### config.mk
export PLATFORM = sky130hd
export DESIGN_NAME = boton_evento
export DESIGN_NICKNAME = d
export VERILOG_FILES = /design/src/rtl/boton_pkg.sv /design/src/rtl/boton_evento.sv
export SDC_FILE = /design/constraint.sdc
export NUM_CORES = 1
export LEC_CHECK = 0
export CORE_UTILIZATION = 52
export CTS_BUF_LIST = sky130_fd_sc_hd__clkbuf_16
export CTS_CLUSTER_DIAMETER = 50
export DETAILED_ROUTE_END_ITERATION = 10
export PLACE_DENSITY = 0.74
export SYNTH_ARGS = -nofsm -noshare
export SYNTH_HDL_FRONTEND = slang
export SYNTH_SLANG_ARGS = --single-unit
### constraint.sdc
create_clock -name clkin -period 2.1 [get_ports clkin]
set_clock_uncertainty 0.05 [all_clocks]
set_input_delay 0.63 -clock clkin [delete_from_list [all_inputs] [get_ports clkin]]
set_output_delay 0.63 -clock clkin [all_outputs]
set_load 0.01 [all_outputs]
### src/rtl/boton_pkg.sv
// rtl/boton_pkg.sv - shared state encoding and default timing for the button event decoder
package boton_pkg;

    typedef enum logic [1:0] {
        IDLE  = 2'd0,
        ARMED = 2'd1,
        HOLD  = 2'd2
    } boton_state_e;

    // 100 us long-press and 20 us repeat at 50 MHz.
    localparam int LONG_DEF = 5000;
    localparam int REP_DEF  = 1000;

endpackage

### src/rtl/boton_evento.sv
// rtl/boton_evento.sv - turns a debounced button level into press/release/long/repeat pulses
module boton_evento
    import boton_pkg::*;
#(
    parameter int CW   = 16,
    parameter int LONG = LONG_DEF,
    parameter int REP  = REP_DEF
) (
    input  logic clkin,
    input  logic rstn,
    input  logic boton,
    output logic press,
    output logic release_p,
    output logic long_p,
    output logic rep,
    output logic held
);

    if (LONG < 1 || longint'(LONG) > (longint'(1) << CW)) begin : g_bad_long
        $error("boton_evento: LONG must lie in 1..2^CW");
    end
    if (REP < 1 || longint'(REP) > (longint'(1) << CW)) begin : g_bad_rep
        $error("boton_evento: REP must lie in 1..2^CW");
    end

    localparam logic [CW-1:0] LONG_T = CW'(LONG - 1);
    localparam logic [CW-1:0] REP_T  = CW'(REP - 1);

    boton_state_e  state_q, state_d;
    logic [CW-1:0] cnt_q, cnt_d;
    logic          press_q, press_d;
    logic          release_q, release_d;
    logic          long_q, long_d;
    logic          rep_q, rep_d;
    logic          held_q, held_d;

    always_ff @(posedge clkin or negedge rstn) begin
        if (!rstn) begin
            state_q   <= IDLE;
            cnt_q     <= '0;
            press_q   <= 1'b0;
            release_q <= 1'b0;
            long_q    <= 1'b0;
            rep_q     <= 1'b0;
            held_q    <= 1'b0;
        end else begin
            state_q   <= state_d;
            cnt_q     <= cnt_d;
            press_q   <= press_d;
            release_q <= release_d;
            long_q    <= long_d;
            rep_q     <= rep_d;
            held_q    <= held_d;
        end
    end

    // Release is checked first in every held state so it pre-empts a terminal count.
    always_comb begin
        state_d   = state_q;
        cnt_d     = cnt_q;
        press_d   = 1'b0;
        release_d = 1'b0;
        long_d    = 1'b0;
        rep_d     = 1'b0;
        case (state_q)
            IDLE: begin
                if (boton) begin
                    state_d = ARMED;
                    cnt_d   = '0;
                    press_d = 1'b1;
                end
            end
            ARMED: begin
                if (!boton) begin
                    state_d   = IDLE;
                    cnt_d     = '0;
                    release_d = 1'b1;
                end else if (cnt_q == LONG_T) begin
                    state_d = HOLD;
                    cnt_d   = '0;
                    long_d  = 1'b1;
                end else begin
                    cnt_d = cnt_q + 1'b1;
                end
            end
            HOLD: begin
                if (!boton) begin
                    state_d   = IDLE;
                    cnt_d     = '0;
                    release_d = 1'b1;
                end else if (cnt_q == REP_T) begin
                    cnt_d = '0;
                    rep_d = 1'b1;
                end else begin
                    cnt_d = cnt_q + 1'b1;
                end
            end
            default: begin
                state_d = IDLE;
                cnt_d   = '0;
            end
        endcase
        held_d = (state_d != IDLE);
    end

    assign press     = press_q;
    assign release_p = release_q;
    assign long_p    = long_q;
    assign rep       = rep_q;
    assign held      = held_q;

endmodule
==> summary.txt, run 1 <==
Drt
  • DRT Pass-1 Iters: 4
  • First DRT Iteration DRCs: 65
  • DRC errors left: 0
  • Vias: 1,186
  • Post-route ant nets: 0
  • Drt total wl: 3.34 mm
  • WL/cell: 17.1 um
  • Vias/cell: 6.08

Timing
  • Slew Limit Fails: 0
  • Setup violations, final: 16
  • Min Hold Slack: 0.519 ns
  • Final min period: 2.27 ns
  • Worst-margin pin slew: 0.462 ns
  • RSZ-0062 raised after global routing: true
  • Worst setup margin: -0.172 ns
  • F_max: 0.440 GHz
  • Max transition margin: 0.689
  • Setup TNS: -1.44 ns
  • Final hold vios: 0
  • Tcrit/Tclk final: 1.08

Global route
  • Largest net degree at the start of global routing: 24
  • Total grt overflow: 0
  • Gr usage total: 0.295
  • Initial antenna violation count: 0
  • First-pass GRT wire length: 5.69 mm
  • Vias in the first global route: 1,236

Floorplanning
  • Total Die Area: approximately 0.0026 mm2
  • Row count: 17
  • Starting Density: 0.563
  • Die Span X: approximately 51 um
  • Core ar.: 0.00225 mm2
  • Io pins: 8
  • Die height: between 50 and 60 um

Hold path
  • Hold EP: cnt_q[15]
  • Hold depth: 2
  • Hold path start: cnt_q[15]
  • Hold crit path type: register to register

Layout
  • Layout cells sized above 1: 0.263
  • Net count, final: roughly 180
  • N_diodes: 0
  • Commonest non-fill, non-tap cell in the layout: buf_4
  • Final Non-Filler Cells: approximately 200
  • Area grow syn2layout: 34.7%
  • Most frequent cells in the layout: buf_4, dfrtp_1, nand2_1
  • Fill cells: ~170

Clock network
  • Max H-tree Level: 1
  • CTS clk-pin slew, worst paths: 0.06 ns
  • Cts bufs inserted: 3
  • CTS Buffer Depth: 2
  • Clk_lat worst skew: 0.26 ns
  • CTS sink count: 23
  • TritonCTS clock tree: yes
  • CTS root buffer: clkbuf_16

Placed design
  • Gp weighted congestion: 1.01
  • Buffers added on ports: 7
  • Cells after DPL: 189
  • Post-detail-place hpwl: 2.27 mm

Critical path
  • Cells on worst reg2reg path: 6
  • Delay-heaviest family, CP: simple AND/OR/NAND/NOR gates
  • CP peak stage delay: 0.54 ns
  • Slowest cell on crit path: or4_4
  • Critical path type: register to register
  • R2r setup slk: -0.17 ns
  • Crit-path max FO: 7
  • CP bufs+invs: 2
  • FF-to-FF Start: cnt_q[4]
  • Setup crit start kind: register
  • CP Data Arrival Time: 2.37 ns
  • R2r endpoint: cnt_q[10]
  • Worst path cell trace: or4_4 > or4_4 > o2bb2ai_4 > buf_4 > buf_4 > a22o_1
  • Setup crit end kind: register
  • Critical path required time: 2.20 ns

Power and ir drop
  • Register share of total power: 0.361
  • Clock share of power: 0.285
  • Sw Share: 0.306
  • Sw power: between 0.4 and 0.5 mW
  • Peak supply drop: 0.000767 V
  • PwrDens: about 850 mW/mm2
  • Logic pwr share: 0.354
  • P_leak: around 0.77 nW
  • Internal power: 1.01 mW

Synth
  • Post-synthesis net count: 141
  • Mapped Cells: 133
  • EDFF count, synth: 0
  • Synth async-reset ratio: 1.00
  • Seq/Total Area, Yosys: 0.454
  • Synth Cell Area: 0.00127 mm2
  • YS warnings: 0
  • Synth Register Bits: 23
  • Avg Cell Area, Syn: between 9 and 10 um2
  • Yosys cell types: 36
  • Main synth FF type: dfrtp_1

Job
  • Max_cap viols: 0

Status
  • Failing checks: setup timing
  • Status: finished with violations
## synth_stat cells (all sizes together), types with 2 or more instances
cell type  count  share of area
a21o           2          0.012
a31oi          4          0.020
and4           3          0.021
ha             5          0.049
and3           5          0.025
inv            5          0.015
nor4           2         0.0099
clkbuf         6          0.018
o21ai          8          0.032
o31ai          2          0.012
dfrtp         23           0.45
nand3          9          0.036
nand3b         2          0.012
nand2b         2         0.0099
or4            2          0.018
xor2           2          0.014
nor2b          2         0.0099
nand2         11          0.033
a21oi          9          0.036
nor2           9          0.027
mux2i          2          0.016
a22o           4          0.028
## sequential cells by signal, indices dropped and copies added, names as in the netlist
name	cells
cnt_q	16
held	1
long_p	1
press	1
release_p	1
rep	1
state_q	2
## metrics by stage
stage / area, um2 / power, mW / util / setup slack, ns
2_1_floorplan: 1270 / 0.768 / - / -0.114
3_3_place_gp: 1560 / 0.931 / 0.693 / -0.157
3_5_place_dp: 1560 / 0.956 / 0.693 / -0.247
4_1_cts: 1690 / 1.41 / 0.750 / -0.159
5_1_grt: 1710 / 1.52 / 0.758 / -0.205
6_report: 1710 / 1.45 / 0.758 / -0.172
## cells by family (layout without fill, tap and decap cells)
logic type      Yosys count  in the layout  synth area share
simple gates             54             54             0.243
compound gates           34             34             0.177
flops                    23             23             0.454
buf+inv                  12             46            0.0414
fa+ha+maj                 5              5            0.0493
xor+xnor                  3              3            0.0207
mux                       2              2            0.0158
## power groups by stage
stage | clock network, mW | registers (mW) | logic, mW
after floorplan | 0 | 0.545 | 0.223
after global placement | 0 | 0.528 | 0.404
after detailed placement | 0 | 0.532 | 0.424
after CTS | 0.412 | 0.524 | 0.470
after global routing | 0.429 | 0.529 | 0.558
final | 0.413 | 0.524 | 0.513
## routing by layer
layer  vias up  GRT usage  share of wire
met5         -          0              0
met4         0      0.167          0.030
met3        11     0.0327          0.055
met2        56      0.500           0.50
met1       564      0.361           0.42
li1        555          -              -
## worst max-delay path by stage
| stage | startpoint | endpoint | slack (ns) | depth (start not counted) |
|---|---|---|---|---|
| 3_3_place_gp | cnt_q[4] | cnt_q[5] | -0.16 | 6 |
| 6_report | cnt_q[4] | cnt_q[10] | -0.17 | 6 |
| 5_1_grt | cnt_q[4] | cnt_q[10] | -0.20 | 6 |
| 2_1_floorplan | cnt_q[4] | cnt_q[4] | -0.11 | 6 |
| 3_5_place_dp | cnt_q[1] | cnt_q[5] | -0.25 | 8 |
| 4_1_cts | cnt_q[4] | cnt_q[10] | -0.16 | 6 |
## final cells by class
| type | count | area [um2] | share of cell area |
|---|---|---|---|
| Multi-Input combinational cell | 98 | 686 | 0.401 |
| Sequential cell | 23 | 576 | 0.337 |
| Timing Repair Buffer | 37 | 315 | 0.184 |
| Clock buffer | 3 | 75.1 | 0.0439 |
| Tap cell | 28 | 35.0 | 0.0205 |
| Inverter | 5 | 18.8 | 0.0110 |
| Clock inverter | 1 | 3.75 | 0.00220 |
## worst min-delay path, cell delays in order, from the launching register on
cell and delay [ns]:
dfrtp_1 0.38, inv_1 0.07, o21ai_0 0.08
## timing repair
item                                    4_1_cts  5_1_grt
pin swaps                                     4        2
resized for setup                             7        6
endpoints found under the setup margin       16       18
hold buffers                                  0        0
buffers inserted                              2        0
No activity file was read; power rests on OpenSTA's default activity.
==> run 2, diff against run 1 <==
- ABC_AREA: unset -> 1
- CORE_UTILIZATION: 52 -> 53
- PLACE_DENSITY: 0.74 -> 0.75
==> run 2 against run 1 <==
The run now ends clean. Total power shrank 8.3%. Fmax grew 26%. Wire length shrank 11%. Area after synthesis grew 17%. Combinational power shrank 21%. Sequential cell count is the same. Synthesized cell count grew 41%. Final cell count grew 17%. Via count grew 0.17%.
==> summary.txt, run 2 <==
Status
  • Status: complete, no violations (was finished with violations)

Critical path
  • CP Data Arrival Time: 1.13 ns (was 2.37 ns)
  • Critical path required time: 1.42 ns (was 2.20 ns)
  • Worst path cell trace: clkdlybuf4s50_1 (was or4_4 > or4_4 > o2bb2ai_4 > buf_4 > buf_4 > a22o_1)
  • CP bufs+invs: 1 (was 2)
  • Critical path type: register to output port (was register to register)
  • Delay-heaviest family, CP: buffers and inverters (was simple AND/OR/NAND/NOR gates)
  • CP peak stage delay: 0.55 ns (was 0.54 ns)
  • Setup crit start kind: register (unchanged)
  • Setup crit end kind: output port (was register)
  • Crit-path max FO: 1 (was 7)
  • Slowest cell on crit path: clkdlybuf4s50_1 (was or4_4)

Clock network
  • TritonCTS clock tree: yes (unchanged)
  • Post-CTS Hold Fix Bufs: 0 (unchanged)
  • CTS sink count: 23 (unchanged)
  • CTS clk-pin slew, worst paths: 0.06 ns (about the same)
  • Setup Buffers After CTS: 0 (was 2)
  • CTS root buffer: clkbuf_16 (unchanged)
  • Max H-tree Level: 1 (unchanged)
  • Post-CTS resize count: 0 (was 7)
  • Cts bufs inserted: 3 (unchanged)
  • Clk_lat worst skew: 0.26 ns (about the same)
  • CTS Buffer Depth: 2 (unchanged)

Layout
  • Register area: 576 um2 (unchanged)
  • Net count, final: 208 (was 176)
  • Footprint of the multi-input gates: 800 um2 (was 686 um2)
  • Area grow syn2layout: 12.9% (was 34.7%)
  • Top flop regs: cnt_q: 16 flops, state_q: 2 flops (unchanged)
  • Commonest non-fill, non-tap cell in the layout: nand2_1 (was buf_4)
  • Largest reg by FF count: cnt_q (unchanged)
  • Fill cells: 220 (was 169)
  • N_diodes: 0 (unchanged)
  • Layout cells sized above 1: 0.226 (was 0.263)
  • Largest register FFs: 16 (unchanged)
  • Most frequent cells in the layout: nand2_1, dfrtp_1, nor2_1 (was buf_4, dfrtp_1, nand2_1)

Job
  • Max_cap viols: 0 (unchanged)

Synth
  • Xor/xnor share of the synthesized area: 0.0473 (was 0.0207)
  • Mapped Cells: 188 (was 133)
  • Synth async-reset ratio: 1.00 (unchanged)
  • Mux cell area share after synthesis: 0 (was 0.0158)
  • Post-synthesis simple-gate area fraction: 0.350 (was 0.243)
  • Dominant cell type by area after synthesis: dfrtp_1 (unchanged)
  • Largest family of logic cells by synthesized area: simple AND/OR/NAND/NOR gates (unchanged)
  • Synth Cell Area: 0.00148 mm2 (was 0.00127 mm2)
  • Yosys top cell area share: 0.388 (was 0.454)
  • Post-synthesis compound-gate area fraction: 0.0996 (was 0.177)
  • EDFF count, synth: 0 (unchanged)
  • Most common cell in the netlist: nand2_1 (was dfrtp_1)
  • Synth Area in Adders: 0.0422 (was 0.0493)
  • Most instantiated cells after synthesis: nand2_1, dfrtp_1, nor2_1, inv_1 (was dfrtp_1, nand2_1, a21oi_1, nand3_1, nor2_1)
  • Seq/Total Area, Yosys: 0.388 (was 0.454)
  • Post-synthesis net count: 196 (was 141)
  • Synth Register Bits: 23 (unchanged)
  • Synth area leaders: dfrtp_1, nand2_1, nor2_1, o21ai_2, inv_1 (was dfrtp_1, ha_1, a21oi_1, nand3_1, nand2_1)
  • Yosys cell types: 29 (was 36)
  • YS warnings: 0 (unchanged)
  • Avg Cell Area, Syn: 7.89 um2 (was 9.54 um2)
  • Main synth FF type: dfrtp_1 (unchanged)

Timing
  • Max transition margin: 0.787 (was 0.689)
  • Setup TNS: 0 ns (was -1.44 ns)
  • F_max: 0.552 GHz (was 0.440 GHz)
  • Final hold vios: 0 (unchanged)
  • Final min period: 1.81 ns (was 2.27 ns)
  • Worst-margin pin slew: 0.319 ns (was 0.462 ns)
  • Setup violations, final: 0 (was 16)
  • RSZ-0062 raised after global routing: false (was true)
  • Slew Limit Fails: 0 (unchanged)
  • Tcrit/Tclk final: 0.862 (was 1.08)

Floorplanning
  • Io pins: 8 (unchanged)
  • Core ar.: 0.00257 mm2 (was 0.00225 mm2)
  • Starting Density: 0.577 (was 0.563)
  • Die height: 54.9 um (was 51.4 um)
  • Die Span X: 54.9 um (was 51.4 um)
  • Total Die Area: 0.00301 mm2 (was 0.00264 mm2)
  • Row count: 18 (was 17)

Placed design
  • Post-detail-place hpwl: 2.34 mm (was 2.27 mm)
  • Buffers added on ports: 7 (unchanged)
  • Gp weighted congestion: 0.866 (was 1.01)

Drt
  • Drt total wl: 2.99 mm (was 3.34 mm)
  • Post-route ant nets: 0 (unchanged)
  • DRT Pass-1 Iters: 4 (unchanged)
  • Vias: 1,188 (was 1,186)
  • DRC errors left: 0 (unchanged)
  • First DRT Iteration DRCs: 13 (was 65)
  • WL/cell: 13.0 um (was 17.1 um)
  • Vias/cell: 5.19 (was 6.08)

Power and ir drop
  • Peak supply drop: 0.000792 V (was 0.000767 V)
  • PwrDens: 794 mW/mm2 (was 849 mW/mm2)
  • P_leak: 0.770 nW (was 0.775 nW)
  • Total power: 1.33 mW (was 1.45 mW)

Global route
  • Total grt overflow: 0 (unchanged)
  • Gr usage total: 0.235 (was 0.295)
  • Initial antenna violation count: 0 (unchanged)
  • Vias in the first global route: 1,095 (was 1,236)
  • Largest net degree at the start of global routing: 24 (unchanged)
  • First-pass GRT wire length: 4.84 mm (was 5.69 mm)

Hold path
  • Hold crit path type: register to register (unchanged)
## run 2: cell count changes after synthesis, sizes merged, moves of 4 or more
cell,change
nand2,+53
inv,+19
nor2,+16
clkbuf,-6
and3,-5
a22o,-4
xor2,+4
## run 2: final cells by class
| cell class | count | share of cell area |
|---|---|---|
| Inverter | 24 | 0.0538 |
| Multi-Input combinational cell | 138 | 0.478 |
| Tap cell | 30 | 0.0224 |
| Clock inverter | 1 | 0.00224 |
| Sequential cell | 23 | 0.344 |
| Timing Repair Buffer | 10 | 0.0553 |
| Clock buffer | 3 | 0.0448 |
## run 2: where the power goes
part           switching, mW  internal, mW  total (mW)
Combinational          0.256         0.151       0.407
Sequential            0.0284         0.483       0.512
Clock                  0.157         0.254       0.411
## run 2: routing by layer
metal / track usage / share of wire / up-vias
li1: - / - / 613
met4: 0.125 / 0.022 / 0
met2: 0.380 / 0.47 / 22
met1: 0.302 / 0.47 / 548
met5: 0 / 0 / -
met3: 0.0328 / 0.035 / 5
## run 2: final timing paths
path	depth (start not counted)	startpoint	slack (ns)	to
max	1	long_p	0.29	long_p
min in group asynchronous	2	rstn	0.66	cnt_q[13]
min reg2reg	1	cnt_q[0]	0.47	cnt_q[0]
min	1	cnt_q[0]	0.47	cnt_q[0]
max reg2reg	10	cnt_q[0]	0.46	cnt_q[12]
max in group asynchronous	2	rstn	1.11	state_q[1]
## run 2: through the flow
step | std cells | area (um2) | hold WS (ns) | setup slack (ns) | utilization
4_1_cts | 229 | 1670 | 0.472 | 0.275 | 0.652
2_1_floorplan | 188 | 1480 | 0.284 | 0.609 | -
3_5_place_dp | 225 | 1600 | 0.462 | 0.133 | 0.621
5_1_grt | 229 | 1670 | 0.494 | 0.252 | 0.652
6_report | 229 | 1670 | 0.466 | 0.290 | 0.652
3_3_place_gp | 225 | 1600 | 0.447 | 0.151 | 0.621
## run 2: cell families after synthesis
kind of cell             count (synthesis)
AND/OR/NAND/NOR                        105
flip-flops                              23
XOR/XNOR                                 8
buffers and inverters                   27
adder cells (fa/ha/maj)                  5
AO/OA/AOI/OAI                           20
==> run 3, diff against run 2 <==
- CORE_ASPECT_RATIO: unset -> 1.4
- REMOVE_ABC_BUFFERS: unset -> 1
==> run 3 against run 2 <==
Global-route usage increased by 0.17 points. Sequential power hardly changed. Clock power is essentially flat. First-iteration DRC count grew 110%. Fmax up 0.75%. Sequential share of layout area decreased by 0.15 points. Critical endpoint is now release_p.
==> summary.txt, run 3 (synthesized netlist as in run 2, its figures left out) <==
Timing
  • Slew Limit Fails: 0 (unchanged)
  • F_max: 0.557 GHz (was 0.552 GHz)
  • Final min period: 1.80 ns (was 1.81 ns)
  • Final hold vios: 0 (unchanged)
  • Setup violations, final: 0 (unchanged)
  • Max transition margin: 0.757 (was 0.787)
  • Setup TNS: 0 ns (unchanged)
  • RSZ-0062 raised after global routing: false (unchanged)
  • Tcrit/Tclk final: 0.856 (was 0.862)
  • Worst-margin pin slew: 0.363 ns (was 0.319 ns)

Power and ir drop
  • PwrDens: 793 mW/mm2 (was 794 mW/mm2)
  • Peak supply drop: 0.000595 V (was 0.000792 V)
  • Total power: 1.33 mW (about the same)
  • P_leak: 0.770 nW (unchanged)

Floorplanning
  • Row count: 22 (was 18)
  • Core ar.: 0.00264 mm2 (was 0.00257 mm2)
  • Io pins: 8 (unchanged)
  • Total Die Area: 0.00302 mm2 (was 0.00301 mm2)
  • Starting Density: 0.561 (was 0.577)
  • Die Span X: 46.7 um (was 54.9 um)
  • Die height: 64.6 um (was 54.9 um)

Clock network
  • Max H-tree Level: 1 (unchanged)
  • CTS root buffer: clkbuf_16 (unchanged)
  • Clk_lat worst skew: 0.26 ns (about the same)
  • Post-CTS Hold Fix Bufs: 0 (unchanged)
  • Setup Buffers After CTS: 0 (unchanged)
  • CTS Buffer Depth: 2 (unchanged)
  • Post-CTS resize count: 0 (unchanged)
  • CTS sink count: 23 (unchanged)
  • Cts bufs inserted: 3 (unchanged)
  • TritonCTS clock tree: yes (unchanged)
  • CTS clk-pin slew, worst paths: 0.06 ns (about the same)

Drt
  • Vias/cell: 5.20 (was 5.19)
  • First DRT Iteration DRCs: 27 (was 13)
  • Vias: 1,223 (was 1,188)
  • DRT Pass-1 Iters: 6 (was 4)
  • DRC errors left: 0 (unchanged)
  • Drt total wl: 2.98 mm (was 2.99 mm)
  • Post-route ant nets: 0 (unchanged)
  • WL/cell: 12.7 um (was 13.0 um)

Critical path
  • CP bufs+invs: 1 (unchanged)
  • Critical path origin: release_p (was long_p)
  • Critical path required time: 1.42 ns (about the same)
  • Delay-heaviest family, CP: buffers and inverters (unchanged)
  • Slowest cell on crit path: clkdlybuf4s50_1 (unchanged)
  • FF-to-FF Start: cnt_q[0] (unchanged)
  • Setup crit start kind: register (unchanged)
  • CP Data Arrival Time: 1.12 ns (was 1.13 ns)
  • Worst path cell trace: clkdlybuf4s50_1 (unchanged)
  • Critical path type: register to output port (unchanged)
  • Setup crit end kind: output port (unchanged)
  • Crit-path max FO: 1 (unchanged)
  • CP peak stage delay: 0.53 ns (was 0.55 ns)

Global route
  • Gr usage total: 0.236 (was 0.235)
  • Total grt overflow: 0 (unchanged)
  • First-pass GRT wire length: 5.24 mm (was 4.84 mm)
  • Vias in the first global route: 1,245 (was 1,095)
  • Largest net degree at the start of global routing: 24 (unchanged)
  • Initial antenna violation count: 0 (unchanged)

Layout
  • Largest register FFs: 16 (unchanged)
  • Layout cells sized above 1: 0.226 (unchanged)
  • Area grow syn2layout: 13.4% (was 12.9%)
  • Largest reg by FF count: cnt_q (unchanged)
  • N_diodes: 0 (unchanged)
  • Commonest non-fill, non-tap cell in the layout: nand2_1 (unchanged)
  • Net count, final: 208 (unchanged)
  • Most frequent cells in the layout: nand2_1, dfrtp_1, nor2_1 (unchanged)
  • Top flop regs: cnt_q: 16 flops, state_q: 2 flops (unchanged)
  • Cell area after layout: 0.00168 mm2 (was 0.00167 mm2)

Job
  • Max_cap viols: 0 (unchanged)

Hold path
  • Hold crit path type: register to register (unchanged)
  • Hold path start: cnt_q[0] (unchanged)

Placed design
  • DP Area: 0.00160 mm2 (about the same)
  • Post-detail-place hpwl: 2.27 mm (was 2.34 mm)
  • Gp weighted congestion: 0.884 (was 0.866)
  • Buffers added on ports: 7 (unchanged)

Status
  • Status: complete, no violations (unchanged)
## run 3: per-stage QoR
step / cells / util / setup WS, ns / hold WS, ns
6_report: 235 / 0.636 / 0.303 / 0.463
4_1_cts: 235 / 0.636 / 0.295 / 0.466
5_1_grt: 235 / 0.636 / 0.230 / 0.489
2_1_floorplan: 185 / - / 0.637 / 0.284
3_3_place_gp: 231 / 0.607 / 0.175 / 0.450
3_5_place_dp: 231 / 0.607 / 0.137 / 0.458
## run 3: layout make-up
class | instances | area [um2]
clock buffers | 3 | 75.1
clock inverters | 1 | 3.75
fillers | 236 | 961
inverters | 24 | 90.1
multi-input cells | 138 | 800
flip-flops and latches | 23 | 576
well taps | 36 | 45.0
repair buffers | 10 | 92.6
## run 3: path summary, 6_finish.rpt
check                       endpoint  slack, ns  cells past startpoint
max                        release_p       0.30                      1
min in group asynchronous  cnt_q[10]       0.68                      2
min                         cnt_q[0]       0.46                      1
min reg2reg                 cnt_q[0]       0.46                      1
max in group asynchronous  release_p       1.09                      2
max reg2reg                 cnt_q[3]       0.44                     10
## run 3: layer usage
metal,part of all wire,track usage
met5,0,0
met4,0.017,0.0964
met3,0.032,0.0334
met1,0.39,0.274
met2,0.56,0.413
## run 3: where the power goes
group	switching, mW	leakage (nW)	internal, mW
combinational	0.260	0.413	0.151
clock	0.154	0.0423	0.254
sequential	0.0315	0.315	0.483
